==> src/rtl/sram2axi_bridge_mp_if.sv <==
// Bus bundle between NPORT SRAM-like requesters and one single-beat AXI master port.
// The bridge takes the slave modport; requesters plus the AXI slave take the master modport.
interface sram2axi_bridge_mp_if #(
    parameter int NPORT = 2
);
    logic [NPORT-1:0]    sram_req;
    logic [NPORT-1:0]    sram_wr;
    logic [2*NPORT-1:0]  sram_size;
    logic [4*NPORT-1:0]  sram_wstrb;
    logic [32*NPORT-1:0] sram_addr;
    logic [32*NPORT-1:0] sram_wdata;
    logic [NPORT-1:0]    sram_addr_ok;
    logic [NPORT-1:0]    sram_data_ok;
    logic [32*NPORT-1:0] sram_rdata;

    logic [3:0]  arid;
    logic [31:0] araddr;
    logic [7:0]  arlen;
    logic [2:0]  arsize;
    logic [1:0]  arburst;
    logic        arlock;
    logic [3:0]  arcache;
    logic [2:0]  arprot;
    logic        arvalid;
    logic        arready;

    logic [3:0]  rid;
    logic [31:0] rdata;
    logic [1:0]  rresp;
    logic        rlast;
    logic        rvalid;
    logic        rready;

    logic [3:0]  awid;
    logic [31:0] awaddr;
    logic [7:0]  awlen;
    logic [2:0]  awsize;
    logic [1:0]  awburst;
    logic        awlock;
    logic [3:0]  awcache;
    logic [2:0]  awprot;
    logic        awvalid;
    logic        awready;

    logic [3:0]  wid;
    logic [31:0] wdata;
    logic [3:0]  wstrb;
    logic        wlast;
    logic        wvalid;
    logic        wready;

    logic [3:0]  bid;
    logic [1:0]  bresp;
    logic        bvalid;
    logic        bready;

    // Every AXI channel moves a beat on a cycle where valid && ready are both high at the clock edge.
    modport slave (
        input  sram_req, sram_wr, sram_size, sram_wstrb, sram_addr, sram_wdata,
        output sram_addr_ok, sram_data_ok, sram_rdata,
        output arid, araddr, arlen, arsize, arburst, arlock, arcache, arprot, arvalid,
        input  arready,
        input  rid, rdata, rresp, rlast, rvalid,
        output rready,
        output awid, awaddr, awlen, awsize, awburst, awlock, awcache, awprot, awvalid,
        input  awready,
        output wid, wdata, wstrb, wlast, wvalid,
        input  wready,
        input  bid, bresp, bvalid,
        output bready
    );

    modport master (
        output sram_req, sram_wr, sram_size, sram_wstrb, sram_addr, sram_wdata,
        input  sram_addr_ok, sram_data_ok, sram_rdata,
        input  arid, araddr, arlen, arsize, arburst, arlock, arcache, arprot, arvalid,
        output arready,
        output rid, rdata, rresp, rlast, rvalid,
        input  rready,
        input  awid, awaddr, awlen, awsize, awburst, awlock, awcache, awprot, awvalid,
        output awready,
        input  wid, wdata, wstrb, wlast, wvalid,
        output wready,
        output bid, bresp, bvalid,
        input  bready
    );
endinterface

==> src/rtl/sram2axi_bridge_mp.sv <==
// Multi-port SRAM-like to AXI single-beat bridge with round-robin accept and per-port read tracking.
// Optional macro SRAM2AXI_RAW_CHECK_EN: block reads only on a word-address match with the pending write.
module sram2axi_bridge_mp #(
    parameter int NPORT   = 2,
    parameter int RD_OUTS = 2
) (
    input logic                  clk,
    input logic                  reset,
    sram2axi_bridge_mp_if.slave  bus
);
    logic [2:0]  cnt_q [NPORT];
    logic [1:0]  rr_q, rr_d;
    logic        arvalid_q, awvalid_q, wvalid_q, wr_pend_q;
    logic [31:0] araddr_q, awaddr_q, wdata_q;
    logic [2:0]  arsize_q, awsize_q;
    logic [3:0]  arid_q, awid_q, wstrb_q;

    logic [NPORT-1:0] raw_block, rd_elig, wr_elig, elig;
    logic [NPORT-1:0] gnt_oh, data_ok, cnt_inc, cnt_dec;
    logic             acc, acc_wr;
    logic [1:0]       gnt;
    logic [31:0]      sel_addr, sel_wdata;
    logic [3:0]       sel_wstrb;
    logic [1:0]       sel_size;
    logic             unused_resp;

    always_comb begin
        for (int i = 0; i < NPORT; i++) begin
`ifdef SRAM2AXI_RAW_CHECK_EN
            raw_block[i] = wr_pend_q && (bus.sram_addr[i*32+2 +: 30] == awaddr_q[31:2]);
`else
            raw_block[i] = wr_pend_q;
`endif
            rd_elig[i] = (!arvalid_q || bus.arready) && (cnt_q[i] < 3'(RD_OUTS))
                         && !(wr_pend_q && (awid_q == 4'(i))) && !raw_block[i];
            wr_elig[i] = !wr_pend_q && (cnt_q[i] == 3'd0);
            elig[i]    = bus.sram_req[i] && (bus.sram_wr[i] ? wr_elig[i] : rd_elig[i]);
        end
    end

    // Round-robin: first eligible requester at or above the pointer, wrapping at NPORT-1.
    always_comb begin
        acc       = 1'b0;
        acc_wr    = 1'b0;
        gnt       = 2'd0;
        gnt_oh    = '0;
        sel_addr  = '0;
        sel_wdata = '0;
        sel_wstrb = '0;
        sel_size  = '0;
        for (int k = 0; k < NPORT; k++) begin
            for (int i = 0; i < NPORT; i++) begin
                if (!acc && elig[i] && (((int'(rr_q) + k) % NPORT) == i)) begin
                    acc       = 1'b1;
                    acc_wr    = bus.sram_wr[i];
                    gnt       = 2'(i);
                    gnt_oh[i] = 1'b1;
                    sel_addr  = bus.sram_addr[i*32 +: 32];
                    sel_wdata = bus.sram_wdata[i*32 +: 32];
                    sel_wstrb = bus.sram_wstrb[i*4 +: 4];
                    sel_size  = bus.sram_size[i*2 +: 2];
                end
            end
        end
        if (reset) begin
            acc    = 1'b0;
            gnt_oh = '0;
        end
        rr_d = (int'(gnt) == NPORT - 1) ? 2'd0 : gnt + 2'd1;
    end

    always_comb begin
        for (int i = 0; i < NPORT; i++) begin
            data_ok[i] = !reset && ((bus.rvalid && (bus.rid == 4'(i)))
                                    || (bus.bvalid && (bus.bid == 4'(i))));
            cnt_inc[i] = acc && !acc_wr && gnt_oh[i];
            cnt_dec[i] = bus.rvalid && (bus.rid == 4'(i)) && (cnt_q[i] != 3'd0);
        end
    end

    always_ff @(posedge clk) begin
        if (reset) begin
            arvalid_q <= 1'b0;
            awvalid_q <= 1'b0;
            wvalid_q  <= 1'b0;
            wr_pend_q <= 1'b0;
            rr_q      <= 2'd0;
            for (int i = 0; i < NPORT; i++) cnt_q[i] <= 3'd0;
        end else begin
            if (bus.arready) arvalid_q <= 1'b0;
            if (bus.awready) awvalid_q <= 1'b0;
            if (bus.wready)  wvalid_q  <= 1'b0;
            if (bus.bvalid)  wr_pend_q <= 1'b0;
            if (acc) begin
                rr_q <= rr_d;
                if (acc_wr) begin
                    awvalid_q <= 1'b1;
                    wvalid_q  <= 1'b1;
                    wr_pend_q <= 1'b1;
                    awaddr_q  <= sel_addr;
                    awsize_q  <= {1'b0, sel_size};
                    awid_q    <= 4'(gnt);
                    wdata_q   <= sel_wdata;
                    wstrb_q   <= sel_wstrb;
                end else begin
                    arvalid_q <= 1'b1;
                    araddr_q  <= sel_addr;
                    arsize_q  <= {1'b0, sel_size};
                    arid_q    <= 4'(gnt);
                end
            end
            for (int i = 0; i < NPORT; i++) begin
                if (cnt_inc[i] && !cnt_dec[i])      cnt_q[i] <= cnt_q[i] + 3'd1;
                else if (cnt_dec[i] && !cnt_inc[i]) cnt_q[i] <= cnt_q[i] - 3'd1;
            end
        end
    end

    assign bus.sram_addr_ok = gnt_oh;
    assign bus.sram_data_ok = data_ok;
    assign bus.sram_rdata   = {NPORT{bus.rdata}};

    assign bus.arid    = arid_q;
    assign bus.araddr  = araddr_q;
    assign bus.arlen   = 8'd0;
    assign bus.arsize  = arsize_q;
    assign bus.arburst = 2'b01;
    assign bus.arlock  = 1'b0;
    assign bus.arcache = 4'd0;
    assign bus.arprot  = 3'd0;
    assign bus.arvalid = arvalid_q;
    assign bus.rready  = 1'b1;

    assign bus.awid    = awid_q;
    assign bus.awaddr  = awaddr_q;
    assign bus.awlen   = 8'd0;
    assign bus.awsize  = awsize_q;
    assign bus.awburst = 2'b01;
    assign bus.awlock  = 1'b0;
    assign bus.awcache = 4'd0;
    assign bus.awprot  = 3'd0;
    assign bus.awvalid = awvalid_q;
    assign bus.wid     = awid_q;
    assign bus.wdata   = wdata_q;
    assign bus.wstrb   = wstrb_q;
    assign bus.wlast   = 1'b1;
    assign bus.wvalid  = wvalid_q;
    assign bus.bready  = 1'b1;

    assign unused_resp = ^{bus.rresp, bus.rlast, bus.bresp};
endmodule

==> src/flat_wrapper.sv <==
// flat-port wrapper written by rule: the top's interface ports become plain ports
module sram2axi_bridge_mp_flat 
#(
    parameter int NPORT   = 2,
    parameter int RD_OUTS = 2
)
  (clk, reset, bus_sram_req, bus_sram_wr, bus_sram_size, bus_sram_wstrb, bus_sram_addr, bus_sram_wdata, bus_sram_addr_ok, bus_sram_data_ok, bus_sram_rdata, bus_arid, bus_araddr, bus_arlen, bus_arsize, bus_arburst, bus_arlock, bus_arcache, bus_arprot, bus_arvalid, bus_arready, bus_rid, bus_rdata, bus_rresp, bus_rlast, bus_rvalid, bus_rready, bus_awid, bus_awaddr, bus_awlen, bus_awsize, bus_awburst, bus_awlock, bus_awcache, bus_awprot, bus_awvalid, bus_awready, bus_wid, bus_wdata, bus_wstrb, bus_wlast, bus_wvalid, bus_wready, bus_bid, bus_bresp, bus_bvalid, bus_bready);
  sram2axi_bridge_mp_if #(.NPORT(NPORT)) bus_i ();
  input logic clk;
  input logic reset;
  input wire logic [$bits(bus_i.sram_req)-1:0] bus_sram_req;
  input wire logic [$bits(bus_i.sram_wr)-1:0] bus_sram_wr;
  input wire logic [$bits(bus_i.sram_size)-1:0] bus_sram_size;
  input wire logic [$bits(bus_i.sram_wstrb)-1:0] bus_sram_wstrb;
  input wire logic [$bits(bus_i.sram_addr)-1:0] bus_sram_addr;
  input wire logic [$bits(bus_i.sram_wdata)-1:0] bus_sram_wdata;
  output wire logic [$bits(bus_i.sram_addr_ok)-1:0] bus_sram_addr_ok;
  output wire logic [$bits(bus_i.sram_data_ok)-1:0] bus_sram_data_ok;
  output wire logic [$bits(bus_i.sram_rdata)-1:0] bus_sram_rdata;
  output wire logic [$bits(bus_i.arid)-1:0] bus_arid;
  output wire logic [$bits(bus_i.araddr)-1:0] bus_araddr;
  output wire logic [$bits(bus_i.arlen)-1:0] bus_arlen;
  output wire logic [$bits(bus_i.arsize)-1:0] bus_arsize;
  output wire logic [$bits(bus_i.arburst)-1:0] bus_arburst;
  output wire logic [$bits(bus_i.arlock)-1:0] bus_arlock;
  output wire logic [$bits(bus_i.arcache)-1:0] bus_arcache;
  output wire logic [$bits(bus_i.arprot)-1:0] bus_arprot;
  output wire logic [$bits(bus_i.arvalid)-1:0] bus_arvalid;
  input wire logic [$bits(bus_i.arready)-1:0] bus_arready;
  input wire logic [$bits(bus_i.rid)-1:0] bus_rid;
  input wire logic [$bits(bus_i.rdata)-1:0] bus_rdata;
  input wire logic [$bits(bus_i.rresp)-1:0] bus_rresp;
  input wire logic [$bits(bus_i.rlast)-1:0] bus_rlast;
  input wire logic [$bits(bus_i.rvalid)-1:0] bus_rvalid;
  output wire logic [$bits(bus_i.rready)-1:0] bus_rready;
  output wire logic [$bits(bus_i.awid)-1:0] bus_awid;
  output wire logic [$bits(bus_i.awaddr)-1:0] bus_awaddr;
  output wire logic [$bits(bus_i.awlen)-1:0] bus_awlen;
  output wire logic [$bits(bus_i.awsize)-1:0] bus_awsize;
  output wire logic [$bits(bus_i.awburst)-1:0] bus_awburst;
  output wire logic [$bits(bus_i.awlock)-1:0] bus_awlock;
  output wire logic [$bits(bus_i.awcache)-1:0] bus_awcache;
  output wire logic [$bits(bus_i.awprot)-1:0] bus_awprot;
  output wire logic [$bits(bus_i.awvalid)-1:0] bus_awvalid;
  input wire logic [$bits(bus_i.awready)-1:0] bus_awready;
  output wire logic [$bits(bus_i.wid)-1:0] bus_wid;
  output wire logic [$bits(bus_i.wdata)-1:0] bus_wdata;
  output wire logic [$bits(bus_i.wstrb)-1:0] bus_wstrb;
  output wire logic [$bits(bus_i.wlast)-1:0] bus_wlast;
  output wire logic [$bits(bus_i.wvalid)-1:0] bus_wvalid;
  input wire logic [$bits(bus_i.wready)-1:0] bus_wready;
  input wire logic [$bits(bus_i.bid)-1:0] bus_bid;
  input wire logic [$bits(bus_i.bresp)-1:0] bus_bresp;
  input wire logic [$bits(bus_i.bvalid)-1:0] bus_bvalid;
  output wire logic [$bits(bus_i.bready)-1:0] bus_bready;
  assign bus_i.sram_req = bus_sram_req;
  assign bus_i.sram_wr = bus_sram_wr;
  assign bus_i.sram_size = bus_sram_size;
  assign bus_i.sram_wstrb = bus_sram_wstrb;
  assign bus_i.sram_addr = bus_sram_addr;
  assign bus_i.sram_wdata = bus_sram_wdata;
  assign bus_sram_addr_ok = bus_i.sram_addr_ok;
  assign bus_sram_data_ok = bus_i.sram_data_ok;
  assign bus_sram_rdata = bus_i.sram_rdata;
  assign bus_arid = bus_i.arid;
  assign bus_araddr = bus_i.araddr;
  assign bus_arlen = bus_i.arlen;
  assign bus_arsize = bus_i.arsize;
  assign bus_arburst = bus_i.arburst;
  assign bus_arlock = bus_i.arlock;
  assign bus_arcache = bus_i.arcache;
  assign bus_arprot = bus_i.arprot;
  assign bus_arvalid = bus_i.arvalid;
  assign bus_i.arready = bus_arready;
  assign bus_i.rid = bus_rid;
  assign bus_i.rdata = bus_rdata;
  assign bus_i.rresp = bus_rresp;
  assign bus_i.rlast = bus_rlast;
  assign bus_i.rvalid = bus_rvalid;
  assign bus_rready = bus_i.rready;
  assign bus_awid = bus_i.awid;
  assign bus_awaddr = bus_i.awaddr;
  assign bus_awlen = bus_i.awlen;
  assign bus_awsize = bus_i.awsize;
  assign bus_awburst = bus_i.awburst;
  assign bus_awlock = bus_i.awlock;
  assign bus_awcache = bus_i.awcache;
  assign bus_awprot = bus_i.awprot;
  assign bus_awvalid = bus_i.awvalid;
  assign bus_i.awready = bus_awready;
  assign bus_wid = bus_i.wid;
  assign bus_wdata = bus_i.wdata;
  assign bus_wstrb = bus_i.wstrb;
  assign bus_wlast = bus_i.wlast;
  assign bus_wvalid = bus_i.wvalid;
  assign bus_i.wready = bus_wready;
  assign bus_i.bid = bus_bid;
  assign bus_i.bresp = bus_bresp;
  assign bus_i.bvalid = bus_bvalid;
  assign bus_bready = bus_i.bready;
  sram2axi_bridge_mp #(.NPORT(NPORT), .RD_OUTS(RD_OUTS)) u_core (.clk(clk), .reset(reset), .bus(bus_i));
endmodule
==> config.mk <==
export PLATFORM = sky130hd
export DESIGN_NAME = sram2axi_bridge_mp_flat
export DESIGN_NICKNAME = d
export VERILOG_FILES = /design/src/rtl/sram2axi_bridge_mp_if.sv /design/src/rtl/sram2axi_bridge_mp.sv /design/src/flat_wrapper.sv
export SDC_FILE = /design/constraint.sdc
export NUM_CORES = 1
export LEC_CHECK = 0
export CORE_AREA = 2 2 164 166
export CTS_CLUSTER_DIAMETER = 40
export DETAILED_ROUTE_END_ITERATION = 16
export DIE_AREA = 0 0 166 168
export PLACE_DENSITY = 0.54
export SLEW_MARGIN = 20
export SYNTH_ARGS = -nofsm -noshare
export SYNTH_HDL_FRONTEND = slang
export SYNTH_SLANG_ARGS = --single-unit
==> constraint.sdc <==
create_clock -name clk -period 10.15 [get_ports clk]
set_input_delay 2.5375 -clock clk [delete_from_list [all_inputs] [get_ports clk]]
set_output_delay 2.5375 -clock clk [all_outputs]
set_load 0.01 [all_outputs]
After elaboration in Yosys (flattened, before gate mapping)
Memories as Yosys holds them, arrays and structs flattened. Cells that the tools add are included.

Output and inout bits: 228. Bits in read-only memories: 0. Bits of input ports: 196. RAM bits: 6. Register bits: 113. Latch bits: 0. Memories: 1.

Memories: u_core.cnt_q (words 2, bits a word 3, read ports 2, clocked after memory_dff 0, write ports 2, RTL line sram2axi_bridge_mp.sv:11) `logic [2:0] cnt_q [NPORT];`.

Equality and inequality tests: 5. Magnitude comparators: 2. Add/subtract/negate cells: 6. Shifts and indexed selects: 0. Multipliers: 0. Bitwise operators: 7. Div/mod/pow operators: 0. Reductions and logical operators: 61. Multiplexer cells: 67.

Operators with widths (number): $mux 32 (8); $logic_not 32->1 (2); $mux 1 (46); $logic_and 1x1->1 (34); $mux 4 (4); $logic_not 1->1 (13); $logic_not 4->1 (3); $mux 3 (4); $mux 2 (5); $eq 4x1->1 const B (2); $add 3x1->3 const B (2); $logic_not 3->1 (2); $lt 3x2->1 const B (2); $reduce_and 3->1 (2); $reduce_bool 3->1 (2); $sub 3x1->3 const B (2); $or 1x1->1 (4); $logic_or 1x1->1 (3); $add 1x1->1 const B (2); $eq 2x1->1 const B (1); $eq 2x2->1 const B (1); $not 1->1 (2); $and 1x1->1 const A (1); $eq 1x1->1 const B (1).

Depth between registers and ports, before layout
Word-level depth: 31. Depth in mapped cells: 11.

Least setup slack after synthesis
OpenSTA, ideal clock, no wires.

Kind: input port to output port. Start point: input port bus_arready. End point: output port bus_sram_addr_ok[1]. Data required time: 7613 ps. Cell stages on the path: 6. Slack: 3745 ps. Buffers on the path: 2. Arrival: 3868 ps. Path through: nand2b_1 -> o211ai_2 -> o211a_1 -> buf_2 -> buf_1 -> nor2b_1.

Longest elaborated chain between the ends: 21. Elaborated cells between the ends (all ways): 27. Classes of those cells: 8 x mux; 19 x reduce/logical.

RTL lines: start: declaration (RTL line flat_wrapper.sv:29) `input wire logic [$bits(bus_i.arready)-1:0] bus_arready;`; $logic_or 1x1->1 (*) (RTL line sram2axi_bridge_mp.sv:34) `rd_elig[i] = (!arvalid_q || bus.arready) && (cnt_q[i] < 3'(RD_OUTS))`; $logic_and 1x1->1 (RTL line sram2axi_bridge_mp.sv:34); $logic_and 1x1->1 (2 in a row) (RTL line sram2axi_bridge_mp.sv:35) `&& !(wr_pend_q && (awid_q == 4'(i))) && !raw_block[i];`; $mux 1 (RTL line sram2axi_bridge_mp.sv:37) `elig[i] = bus.sram_req[i] && (bus.sram_wr[i] ? wr_elig[i] : rd_elig[i]);`; $logic_and 1x1->1 (RTL line sram2axi_bridge_mp.sv:37); $logic_and 1x1->1 (RTL line sram2axi_bridge_mp.sv:53) `if (!acc && elig[i] && (((int'(rr_q) + k) % NPORT) == i)) begin`; $mux 1 (RTL line sram2axi_bridge_mp.sv:53); $logic_not 1->1 (RTL line sram2axi_bridge_mp.sv:53); $logic_and 1x1->1 (2 in a row) (RTL line sram2axi_bridge_mp.sv:53); $mux 1 (RTL line sram2axi_bridge_mp.sv:53); $logic_not 1->1 (RTL line sram2axi_bridge_mp.sv:53); $logic_and 1x1->1 (2 in a row) (RTL line sram2axi_bridge_mp.sv:53); $mux 1 (RTL line sram2axi_bridge_mp.sv:53); $logic_not 1->1 (RTL line sram2axi_bridge_mp.sv:53); $logic_and 1x1->1 (2 in a row) (RTL line sram2axi_bridge_mp.sv:53); $mux 1 (*) (RTL line sram2axi_bridge_mp.sv:53); $mux 2 (*) (RTL line sram2axi_bridge_mp.sv:65) `if (reset) begin`; end: declaration (RTL line flat_wrapper.sv:17) `output wire logic [$bits(bus_i.sram_addr_ok)-1:0] bus_sram_addr_ok;`.

Mark *: on every way between the ends. The rest lies on a longest branch, timed or not.

Worst setup path in the final report
Ends and elaborated chain as after synthesis.

==> impl_metrics.xml <==
<?xml version="1.0" encoding="UTF-8"?>
<metrics>
  <group name="status">
    <metric name="run_status" unit="">finished clean</metric>
  </group>
  <group name="grt">
    <metric name="grt_first_pass_wirelength" unit="mm">23.4</metric>
    <metric name="first_global_vias" unit="">3761</metric>
    <metric name="antenna_found_initial" unit="">1</metric>
    <metric name="grt.total_usage" unit="%">11.1</metric>
    <metric name="grt_max_degree" unit="">76</metric>
    <metric name="overflow" unit="">0</metric>
  </group>
  <group name="cts">
    <metric name="cts_repair_resize_count" unit="">0</metric>
    <metric name="ctsLongestPathBuffers" unit="">2</metric>
    <metric name="postCtsHoldBufs" unit="">0</metric>
    <metric name="tritoncts_clock_tree" unit="">yes</metric>
    <metric name="cts-root-buf" unit="">clkbuf_16</metric>
    <metric name="count_of_clock_tree_sinks" unit="">117</metric>
    <metric name="clock_tree.htree_level_count" unit="">4</metric>
    <metric name="cts_post_setup_buffers_inserted" unit="">0</metric>
    <metric name="num_cts_buffers" unit="">17</metric>
    <metric name="clk-insertion-delay-late" unit="ns">0.41</metric>
    <metric name="path_clk_slew" unit="ns">0.06</metric>
  </group>
  <group name="worst_setup_path">
    <metric name="critPathMostFrequentCell" unit="">clkdlybuf4s50_1</metric>
    <metric name="start_kind" unit="">input port</metric>
    <metric name="setup.worst_path.end_class" unit="">primary output</metric>
    <metric name="worstPathBufferInverterCount" unit="">2</metric>
    <metric name="path_class" unit="">input port to primary output</metric>
    <metric name="slowest_delay" unit="ns">0.57</metric>
    <metric name="critPathMaxFanout" unit="">6</metric>
    <metric name="critical_path_cell_by_cell" unit="">clkdlybuf4s50_1, nand2b_1, o211ai_2, o211a_2, nor2b_1, clkdlybuf4s50_1</metric>
    <metric name="data_required_time_at_the_worst_endpoint" unit="ns">7.61</metric>
    <metric name="crit_slowest_cell" unit="">clkdlybuf4s50_1</metric>
    <metric name="timing.critical_path.max_delay_family" unit="">buffers and inverters</metric>
    <metric name="critical_path_arrival" unit="ns">4.44</metric>
  </group>
  <group name="timing">
    <metric name="period_minus_slack" unit="ns">6.98</metric>
    <metric name="final_max_slew_viol_count" unit="">0</metric>
    <metric name="hold_viol" unit="">0</metric>
    <metric name="final-setup-viol-count" unit="">0</metric>
    <metric name="max_freq" unit="MHz">143</metric>
    <metric name="final_min_period_over_clock_period" unit="%">68.8</metric>
    <metric name="timing.max_slew.rel_slack" unit="%">33.9</metric>
    <metric name="worst-slew-pin-transition" unit="ns">0.992</metric>
    <metric name="rsz_0062_raised_after_global_routing" unit="">no</metric>
    <metric name="total_negative_setup_slack" unit="ns">0</metric>
    <metric name="fin_skew" unit="ns">0.0102</metric>
  </group>
  <group name="floorplanning">
    <metric name="starting_density_of_the_core" unit="%">21.3</metric>
    <metric name="die_x" unit="µm">166</metric>
    <metric name="top_level_ports" unit="">424</metric>
    <metric name="std_cell_rows" unit="">60</metric>
    <metric name="fp.coreArea" unit="µm²">26400</metric>
    <metric name="floorplan.die_area" unit="µm²">27900</metric>
    <metric name="dieHeight" unit="µm">168</metric>
  </group>
  <group name="yosys">
    <metric name="synth_seq_cells" unit="">117</metric>
    <metric name="seq_area_frac_synth" unit="%">61.8</metric>
    <metric name="yosys.area_share.adder" unit="%">1.03</metric>
    <metric name="fraction_of_synthesized_area_in_multiplexers" unit="%">0.357</metric>
    <metric name="yosysWarningCount" unit="">0</metric>
    <metric name="synth_cell_area" unit="µm²">5610</metric>
    <metric name="async_flop_share" unit="%">0</metric>
    <metric name="synth_top_family_by_area" unit="">buffers and inverters</metric>
    <metric name="post_synth.cell_area_avg" unit="µm²">13.7</metric>
    <metric name="synth_compound_area_share" unit="%">14.5</metric>
    <metric name="yosys.cell_types.count" unit="">42</metric>
    <metric name="postSynth.topFlopCell" unit="">edfxtp_1</metric>
    <metric name="cells_after_synthesis" unit="">409</metric>
    <metric name="synth_simple_gate_area_share" unit="%">4.91</metric>
    <metric name="synth_enable_flop_cells" unit="">112</metric>
    <metric name="synth-xor-area-share" unit="%">0.156</metric>
  </group>
  <group name="route">
    <metric name="detail_route.wl_per_cell" unit="µm">16.6</metric>
    <metric name="detail_route.drc_violations" unit="">0</metric>
    <metric name="routed_wl" unit="mm">16.2</metric>
    <metric name="detail_route.iter0.violations" unit="">176</metric>
    <metric name="vias" unit="">3899</metric>
    <metric name="postRouteAntennaNets" unit="">0</metric>
    <metric name="drtPass1Iterations" unit="">5</metric>
    <metric name="vias_per_cell" unit="">4.00</metric>
  </group>
  <group name="worst_hold_path">
    <metric name="timing.hold.worst.class" unit="">flop to flop</metric>
  </group>
  <group name="cells_and_area">
    <metric name="area_growth" unit="%">54.2</metric>
    <metric name="nets" unit="">819</metric>
    <metric name="commonest_non_fill_non_tap_cell_in_the_layout" unit="">clkdlybuf4s50_1</metric>
    <metric name="final_layout_size_suffix_gt1_share" unit="%">7.59</metric>
    <metric name="layout.cells.most_common_list" unit="">clkdlybuf4s50_1 (272), edfxtp_1 (112), a22o_1 (70), conb_1 (50), clkbuf_16 (17)</metric>
  </group>
  <group name="power_and_ir_drop">
    <metric name="leakage" unit="nW">3.10</metric>
    <metric name="powerDensity" unit="nW/µm²">159</metric>
    <metric name="finalPower" unit="mW">1.37</metric>
    <metric name="ir_drop" unit="V">0.000104</metric>
  </group>
  <group name="place">
    <metric name="dp_hpwl" unit="mm">11.8</metric>
    <metric name="buffer_ports.inserted" unit="">272</metric>
    <metric name="place_congestion" unit="">0.710</metric>
  </group>
  <group name="job">
    <metric name="maxCapViolations" unit="">0</metric>
  </group>
</metrics>
## sequential cells by signal, indices dropped and copies added, names as in the netlist
signal              count
u_core.bus.awvalid      1
u_core.wr_pend_q        1
u_core.bus.arsize       2
u_core.bus.awaddr      32
u_core.bus.arvalid      1
u_core.cnt_q            6
u_core.bus.wstrb        4
u_core.bus.arid         1
u_core.bus.wvalid       1
u_core.bus.wdata       32
u_core.bus.araddr      32
u_core.bus.awsize       2
u_core.rr_q             1
u_core.bus.awid         1
## power breakdown
group          internal [mW]  total, mW  switching (mW)
sequential             0.559      0.566         0.00719
clock                  0.368      0.607           0.239
combinational          0.110      0.199          0.0881
total                   1.04       1.37           0.334
## cells in the mapped netlist, types with 4 or more instances
cell / number / share of area, %
buf_4: 115 / 15
edfxtp_1: 112 / 60
a22o_1: 70 / 11
nor2_1: 11 / 0.74
buf_1: 8 / 0.54
clkbuf_1: 8 / 0.54
inv_1: 8 / 0.54
nand2b_1: 8 / 0.89
nor3_1: 6 / 0.54
dfxtp_1: 5 / 1.8
nand2_1: 5 / 0.33
nor2b_1: 5 / 0.56
o21ai_0: 4 / 0.36
## final cells by class
class	instances	area (µm²)
Fill cell	2593	17700
Sequential cell	117	3460
Timing Repair Buffer	276	2750
Multi-Input combinational cell	199	1370
Tap cell	341	427
Clock buffer	17	425
Clock inverter	15	170
Inverter	8	30.0
Antenna cell	1	2.50
## logic make-up (layout without fill, tap and decap cells)
kind of cell             after synthesis  after routing
AO/OA/AOI/OAI                         96             96
XOR/XNOR                               1              1
adder cells (fa/ha/maj)                4              4
buffers and inverters                141            316
flip-flops                           117            117
multiplexers                           2              2
other                                  2             51
AND/OR/NAND/NOR                       46             46
## layer usage
layer / GRT usage [%] / vias to the layer above / share of wire (%)
met1: 12.1 / 1837 / 38
met4: 7.03 / 0 / 4.4
met2: 18.3 / 201 / 49
li1: - / 1793 / -
met5: 0 / - / 0
met3: 4.33 / 68 / 8.8
## worst reg2reg max path, stage by stage, from the launching register on
cell	delay [ns]
edfxtp_1	0.42
inv_1	0.10
ha_1	0.16
nor2b_1	0.21
o211ai_1	0.15
o2111ai_1	0.42
nand2b_1	0.17
fa_1	0.45
xnor2_1	0.25
nor3_1	0.08
a22oi_1	0.14
o21ai_0	0.11
## through the flow
step / instances / setup slack (ns) / area, µm² / util, % / hold slack [ns]
5_1_grt: 974 / 3.04 / 8640 / 32.8 / 0.492
2_1_floorplan: 457 / 3.74 / 5790 / - / 0.467
3_5_place_dp: 941 / 3.15 / 8050 / 30.5 / 0.472
4_1_cts: 973 / 3.15 / 8640 / 32.8 / 0.481
6_report: 974 / 3.17 / 8640 / 32.8 / 0.478
3_3_place_gp: 941 / 3.16 / 8050 / 30.5 / 0.461
## final timing paths
kind,depth (start not counted),start,end,slack (ns)
max,6,bus_arready,bus_sram_addr_ok[1],3.17
min reg2reg,2,u_core.bus.wvalid,u_core.bus.wvalid,0.48
min,2,u_core.bus.wvalid,u_core.bus.wvalid,0.48
max reg2reg,11,u_core.cnt_q[1][0],u_core.cnt_q[0][2],7.22
Power figures use the tool's default switching activity.
